`src/rtl/pci_seq_pkg.sv`:
```
// Shared definitions for the BAR0 command sequencer: register indices,
// CTRL/STATUS bit positions and the FSM state encoding.
package pci_seq_pkg;

    localparam logic [1:0] REG_CMD     = 2'd0;
    localparam logic [1:0] REG_CTRL    = 2'd1;
    localparam logic [1:0] REG_STATUS  = 2'd2;
    localparam logic [1:0] REG_DONECNT = 2'd3;

    localparam int CTRL_EN        = 0;
    localparam int CTRL_IRQ_EN    = 1;
    localparam int CTRL_FLUSH     = 2;
    localparam int CTRL_DRAIN_CLR = 3;

    localparam int STAT_EMPTY   = 4;
    localparam int STAT_FULL    = 5;
    localparam int STAT_STATE   = 6;
    localparam int STAT_OVF     = 8;
    localparam int STAT_DRAINED = 9;

    typedef enum logic [1:0] {
        S_IDLE  = 2'b00,
        S_ISSUE = 2'b01,
        S_RUN   = 2'b10
    } seq_state_e;

endpackage

```
`src/rtl/seq_fifo.sv`:
```
// Small synchronous FIFO holding queued command words. The head word is
// presented combinationally so the owner can capture it on the pop edge.
module seq_fifo
    import pci_seq_pkg::*;
#(
    parameter int DEPTH_LOG2 = 2,
    parameter int WIDTH      = 32
) (
    input  logic                  clk,
    input  logic                  rst,
    input  logic                  push,
    input  logic                  pop,
    input  logic                  flush,
    input  logic [WIDTH-1:0]      wr_data,
    output logic [WIDTH-1:0]      rd_data,
    output logic [DEPTH_LOG2:0]   level,
    output logic                  empty,
    output logic                  full
);

    localparam int DEPTH = 1 << DEPTH_LOG2;
    localparam int LW    = DEPTH_LOG2 + 1;

    logic [WIDTH-1:0]      mem_q [DEPTH];
    logic [DEPTH_LOG2-1:0] wr_ptr_q, wr_ptr_d;
    logic [DEPTH_LOG2-1:0] rd_ptr_q, rd_ptr_d;
    logic [DEPTH_LOG2:0]   level_q, level_d;
    logic                  push_ok, pop_ok;

    assign empty   = (level_q == '0);
    assign full    = level_q[DEPTH_LOG2];
    assign level   = level_q;
    assign rd_data = mem_q[rd_ptr_q];

    // A push into a full FIFO is only taken when the head leaves on the same edge.
    assign pop_ok  = pop && !flush && !empty;
    assign push_ok = push && !flush && (!full || pop_ok);

    always_comb begin
        wr_ptr_d = wr_ptr_q;
        rd_ptr_d = rd_ptr_q;
        level_d  = level_q;
        if (flush) begin
            wr_ptr_d = '0;
            rd_ptr_d = '0;
            level_d  = '0;
        end else begin
            if (push_ok) wr_ptr_d = wr_ptr_q + DEPTH_LOG2'(1);
            if (pop_ok)  rd_ptr_d = rd_ptr_q + DEPTH_LOG2'(1);
            level_d = level_q + LW'(push_ok) - LW'(pop_ok);
        end
    end

    always_ff @(posedge clk) begin
        if (rst) begin
            wr_ptr_q <= '0;
            rd_ptr_q <= '0;
            level_q  <= '0;
        end else begin
            wr_ptr_q <= wr_ptr_d;
            rd_ptr_q <= rd_ptr_d;
            level_q  <= level_d;
        end
    end

    always_ff @(posedge clk) begin
        if (push_ok) mem_q[wr_ptr_q] <= wr_data;
    end

endmodule

```
`src/rtl/pci_cmd_sequencer.sv`:
```
// BAR0 command sequencer: queues host command words and issues them one at a
// time to the step generator, with CTRL/STATUS/DONECNT readback and drain IRQ.
module pci_cmd_sequencer
    import pci_seq_pkg::*;
#(
    parameter int DEPTH_LOG2 = 2,
    parameter int CNT_W      = 16
) (
    input  logic        CLK,
    input  logic        RST,
    input  logic        WR_STB,
    input  logic [1:0]  WR_ADDR,
    input  logic [31:0] WR_DATA,
    input  logic [3:0]  WR_BE_N,
    input  logic [1:0]  RD_ADDR,
    output logic [31:0] RD_DATA,
    output logic [31:0] CMD_DATA,
    output logic        CMD_VALID,
    input  logic        CMD_READY,
    input  logic        CMD_DONE,
    output logic        BUSY,
    output logic        IRQ
);

    seq_state_e       state_q, state_d;
    logic [31:0]      cmd_data_q, cmd_data_d;
    logic             cmd_valid_q, cmd_valid_d;
    logic             en_q, en_d;
    logic             irq_en_q, irq_en_d;
    logic             ovf_q, ovf_d;
    logic             drained_q, drained_d;
    logic [CNT_W-1:0] donecnt_q, donecnt_d;
    logic [31:0]      rd_data_q, rd_data_d;

    logic [31:0]         fifo_head;
    logic [DEPTH_LOG2:0] fifo_level;
    logic                fifo_empty, fifo_full;

    logic        cmd_push, ctrl_wr, flush, drain_clr, ovf_clr;
    logic        fifo_pop, push_acc, done_ev;
    logic [31:0] ctrl_word, status_word;
    logic        unused_be;

    assign unused_be = ^WR_BE_N[3:1];

    assign cmd_push  = WR_STB && (WR_ADDR == REG_CMD);
    assign ctrl_wr   = WR_STB && (WR_ADDR == REG_CTRL) && !WR_BE_N[0];
    assign flush     = ctrl_wr && WR_DATA[CTRL_FLUSH];
    assign drain_clr = ctrl_wr && WR_DATA[CTRL_DRAIN_CLR];
    assign ovf_clr   = WR_STB && (WR_ADDR == REG_STATUS) && WR_DATA[STAT_OVF];

    // Flush wins over a pop so a flushed head never reaches CMD_DATA.
    assign fifo_pop = (state_q == S_IDLE) && en_q && !fifo_empty && !flush;
    assign push_acc = cmd_push && !flush && (!fifo_full || fifo_pop);
    assign done_ev  = (state_q == S_RUN) && CMD_DONE;

    seq_fifo #(
        .DEPTH_LOG2 (DEPTH_LOG2),
        .WIDTH      (32)
    ) u_fifo (
        .clk     (CLK),
        .rst     (RST),
        .push    (cmd_push),
        .pop     (fifo_pop),
        .flush   (flush),
        .wr_data (WR_DATA),
        .rd_data (fifo_head),
        .level   (fifo_level),
        .empty   (fifo_empty),
        .full    (fifo_full)
    );

    always_comb begin
        ctrl_word              = '0;
        ctrl_word[CTRL_EN]     = en_q;
        ctrl_word[CTRL_IRQ_EN] = irq_en_q;

        status_word                      = '0;
        status_word[DEPTH_LOG2:0]        = fifo_level;
        status_word[STAT_EMPTY]          = fifo_empty;
        status_word[STAT_FULL]           = fifo_full;
        status_word[STAT_STATE +: 2]     = state_q;
        status_word[STAT_OVF]            = ovf_q;
        status_word[STAT_DRAINED]        = drained_q;
    end

    always_comb begin
        state_d    = state_q;
        cmd_data_d = cmd_data_q;
        en_d       = en_q;
        irq_en_d   = irq_en_q;
        ovf_d      = ovf_q;
        drained_d  = drained_q;
        donecnt_d  = donecnt_q;
        rd_data_d  = '0;

        if (ctrl_wr) begin
            en_d     = WR_DATA[CTRL_EN];
            irq_en_d = WR_DATA[CTRL_IRQ_EN];
        end

        case (state_q)
            S_IDLE: begin
                if (fifo_pop) begin
                    state_d    = S_ISSUE;
                    cmd_data_d = fifo_head;
                end
            end
            S_ISSUE: begin
                if (flush)          state_d = S_IDLE;
                else if (CMD_READY) state_d = S_RUN;
            end
            S_RUN: begin
                if (CMD_DONE) begin
                    state_d   = S_IDLE;
                    donecnt_d = donecnt_q + CNT_W'(1);
                end
            end
            default: state_d = S_IDLE;
        endcase

        cmd_valid_d = (state_d == S_ISSUE);

        if (cmd_push && !flush && fifo_full && !fifo_pop) ovf_d = 1'b1;
        else if (ovf_clr)                                  ovf_d = 1'b0;

        // A drain event on the same edge as a clear leaves DRAINED set.
        if (done_ev && fifo_empty)       drained_d = 1'b1;
        else if (drain_clr || push_acc)  drained_d = 1'b0;

        case (RD_ADDR)
            REG_CTRL:    rd_data_d = ctrl_word;
            REG_STATUS:  rd_data_d = status_word;
            REG_DONECNT: rd_data_d = 32'(donecnt_q);
            default:     rd_data_d = '0;
        endcase
    end

    always_ff @(posedge CLK) begin
        if (RST) begin
            state_q     <= S_IDLE;
            cmd_data_q  <= '0;
            cmd_valid_q <= 1'b0;
            en_q        <= 1'b0;
            irq_en_q    <= 1'b0;
            ovf_q       <= 1'b0;
            drained_q   <= 1'b0;
            donecnt_q   <= '0;
            rd_data_q   <= '0;
        end else begin
            state_q     <= state_d;
            cmd_data_q  <= cmd_data_d;
            cmd_valid_q <= cmd_valid_d;
            en_q        <= en_d;
            irq_en_q    <= irq_en_d;
            ovf_q       <= ovf_d;
            drained_q   <= drained_d;
            donecnt_q   <= donecnt_d;
            rd_data_q   <= rd_data_d;
        end
    end

    assign CMD_DATA  = cmd_data_q;
    assign CMD_VALID = cmd_valid_q;
    assign RD_DATA   = rd_data_q;
    assign BUSY      = (state_q != S_IDLE) || !fifo_empty;
    assign IRQ       = irq_en_q && drained_q;

endmodule
```
`config.mk`:
```
export PLATFORM = sky130hd
export DESIGN_NAME = pci_cmd_sequencer
export DESIGN_NICKNAME = d
export VERILOG_FILES = /design/src/rtl/pci_seq_pkg.sv /design/src/rtl/seq_fifo.sv /design/src/rtl/pci_cmd_sequencer.sv
export SDC_FILE = /design/constraint.sdc
export NUM_CORES = 1
export LEC_CHECK = 0
export BUFFER_PORTS_ARGS = -buffer_cell sky130_fd_sc_hd__buf_2
export CAP_MARGIN = 20
export CORE_MARGIN = 1.5
export CORE_UTILIZATION = 47
export DETAILED_ROUTE_END_ITERATION = 7
export PLACE_DENSITY_LB_ADDON = 0.05
export SLEW_MARGIN = 20
export SYNTH_ARGS = -nofsm -noshare
export SYNTH_HDL_FRONTEND = slang
export SYNTH_SLANG_ARGS = --single-unit
```
`constraint.sdc`:
```
create_clock -name CLK -period 2.63 [get_ports CLK]
set_input_delay 0.263 -clock CLK [delete_from_list [all_inputs] [get_ports CLK]]
set_output_delay 0.263 -clock CLK [all_outputs]
set_load 0.005 [all_outputs]
```
==> reports/results.ini <==
[outcome]
status = complete, no violations

[synth]
synth.avg_cell_area_sq_um = 14.5
synthesis.area_sq_mm = 0.00788
yosysWarnings = 0
yosysTopAreaCellShare = 0.488
synth_largest_area_cell = edfxtp_1
synth_area_leaders = edfxtp_1 49%, dfxtp_1 20%, mux4_2 9.1%
seq_area_frac_synth = 0.686
synth_edf_count = 128
async_flop_share = 0
synth.most_common_cell = edfxtp_1
syn_inst = 543
ys_ff_latch = 206
synth_common_cells = 128 x edfxtp_1, 78 x dfxtp_1, 78 x nand2_1, 43 x a21oi_1, 32 x mux4_2
ys_types = 49
synth_ff_type = edfxtp_1

[detailed_routing]
antenna_left = 0
wirelength_um = 15400
vias = 4653
drt-wirelength-per-cell_um = 16.9
dr.pass1.iters = 4
initialDrtViolationCount = 236
viasPerCell = 5.11
drc = 0

[sta]
relSlewSlack = 0.564
final.setup.tns_ns = 0
max_freq_mhz = 430
clock_skew_ns = 0.00578
min_period_ns = 2.32
rsz0062_at_grt = no
setup_viol = 0
tightest_slew_ns = 0.654
maxSlewViolCount = 0
finalCritPeriodShare = 0.883
finalHoldViolCount = 0

[pwr]
ir_drop_v = 0.000460
power_density_mw_per_mm2 = 712
p_leak_uw = 0.00351

[layout]
synthToLayoutAreaGrowth_pct = 21.9
final_nets = 729
finish.utilization = 0.583
seqCellArea_sq_mm = 0.00541
multiInputGateArea_sq_mm = 0.00224
fillers = 1373
layout-drive-gt1-share = 0.281
n_antenna_cell = 0

[grt]
grt.overflow.total = 0
grt_pass1_wl_um = 24600
grt_start_max_net_pins = 37
grt.total_usage = 0.178
grt_pass1_vias = 4669
antenna_found_initial = 0

[clock_tree]
cts_buffer_depth = 3
htree_num_levels = 1
cts_tree = yes
cts_buffers = 22
cts.sink_count = 206
insertion_delay_ns = 0.48
clkTransAtPathRegs_ns = 0.06
cts_root_buf = clkbuf_16

[setup_path]
crit_path_start_kind = flop
path_class = reg -> reg
cp.arrival_ns = 2.69
path_cells = or3b_1 -> a211o_1 -> inv_2 -> ha_1 -> inv_1 -> ha_1 -> fa_1 -> xnor2_1 -> xnor2_1 -> nor2_1
path_max_fanout = 4
crit_slowest_cell = or3b_1
end_kind = flop
critPathRequiredTime_ns = 2.99
max_stage_delay_ns = 0.41

[placement]
gp_congestion = 0.766
dp_hpwl_um = 9520
port_buffers = 92

[floorplanning]
initial_core_util = 0.478
die-area_sq_mm = 0.0175
die_w_um = 132
core_sq_mm = 0.0165
die_y_um = 132
io_pins = 112
rows = 47

[job]
cap_violations = 0

[hold_path]
hp-class = in -> reg

-- path summary, 6_finish.rpt --
path	startpoint	to	slack, ns	cells after the start
max	en_q	u_fifo.level[2]	0.31	10
min	WR_DATA[0]	u_fifo.mem_q[1][0]	0.03	1
max reg2reg	en_q	u_fifo.level[2]	0.31	10
min reg2reg	CMD_DATA[4]	CMD_DATA[4]	0.45	2
-- cell families (layout without fill, tap and decap cells) --
logic type,Yosys count,after routing,synth area share
flip-flops,206,206,0.686
AO/OA/AOI/OAI,54,54,0.0376
other,1,16,0.000476
XOR/XNOR,13,13,0.0145
multiplexers,43,43,0.106
AND/OR/NAND/NOR,162,162,0.104
adder cells (fa/ha/maj),8,8,0.0137
buffers and inverters,56,189,0.0375
-- area by class of cell --
type | instances | area share
flip-flops and latches | 206 | 0.563
multi-input cells | 296 | 0.233
repair buffers | 137 | 0.0918
clock buffers | 29 | 0.0623
well taps | 220 | 0.0287
clock inverters | 10 | 0.0158
inverters | 13 | 0.00508
-- registers in the layout, summed over array words and instances, names as in the netlist, 2 cells and up --
| register | count |
|---|---|
| RD_DATA | 16 |
| u_fifo.rd_ptr_q | 2 |
| u_fifo.level | 3 |
| state_q | 2 |
| CMD_DATA | 32 |
| u_fifo.wr_ptr_q | 2 |
| donecnt_q | 16 |
| u_fifo.mem_q | 128 |
-- layer usage --
metal  track usage  vias to the layer above  wire length [um]
met2         0.313                       96              7690
met3        0.0303                       12               647
met4        0.0403                        0               154
li1              -                     2208                 -
met5             0                        -                 0
met1         0.232                     2337              6940
-- critical path: cells and delay by family (launching register included) --
kind | cells | cell delay (ns)
flip-flops | 1 | 0.35
buffers and inverters | 2 | 0.10
AND/OR/NAND/NOR | 2 | 0.46
adder cells (fa/ha/maj) | 3 | 0.69
AO/OA/AOI/OAI | 1 | 0.27
XOR/XNOR | 2 | 0.33
-- cell usage in the layout (no fill, tap or decap), types with 7 or more instances in the layout --
master           n
mux4_2          32
clkbuf_16       23
inv_1           12
dfxtp_1         76
xnor2_1          7
conb_1          16
nand3_1          7
buf_4           16
ha_1             7
and3_1           9
dlygate4sd3_1   28
a21oi_1         43
nand2_1         78
nor2_1          28
buf_2           92
edfxtp_1       128
-- power breakdown --
part / internal [uW] / total, uW / switching (uW)
Combinational: 97.9 / 216 / 118
Sequential: 3460 / 3470 / 12.3
Clock: 1990 / 3150 / 1160
Total: 5550 / 6840 / 1290
-- through the flow --
stage / area, sq um / power [uW] / hold slack, ns / std cells / worst slack [ns]
6_report: 9600 / 6840 / 0.0271 / 911 / 0.307
2_1_floorplan: 7930 / 3650 / 0.362 / 558 / 0.149
3_3_place_gp: 8570 / 3720 / 0.440 / 844 / 0.324
4_1_cts: 9600 / 6930 / 0.0137 / 911 / 0.300
5_1_grt: 9600 / 7080 / 0.0268 / 911 / 0.160
3_5_place_dp: 8570 / 3730 / 0.445 / 844 / 0.274
-- timing repair --
action / in CTS / in global routing
setup buffers: 0 / 0
endpoints found under the setup margin: 0 / 0
resized for setup: 0 / 0
hold buffers: 28 / 0
hold endpoints to repair: 111 / 0
(Power assumes the default switching activity.)
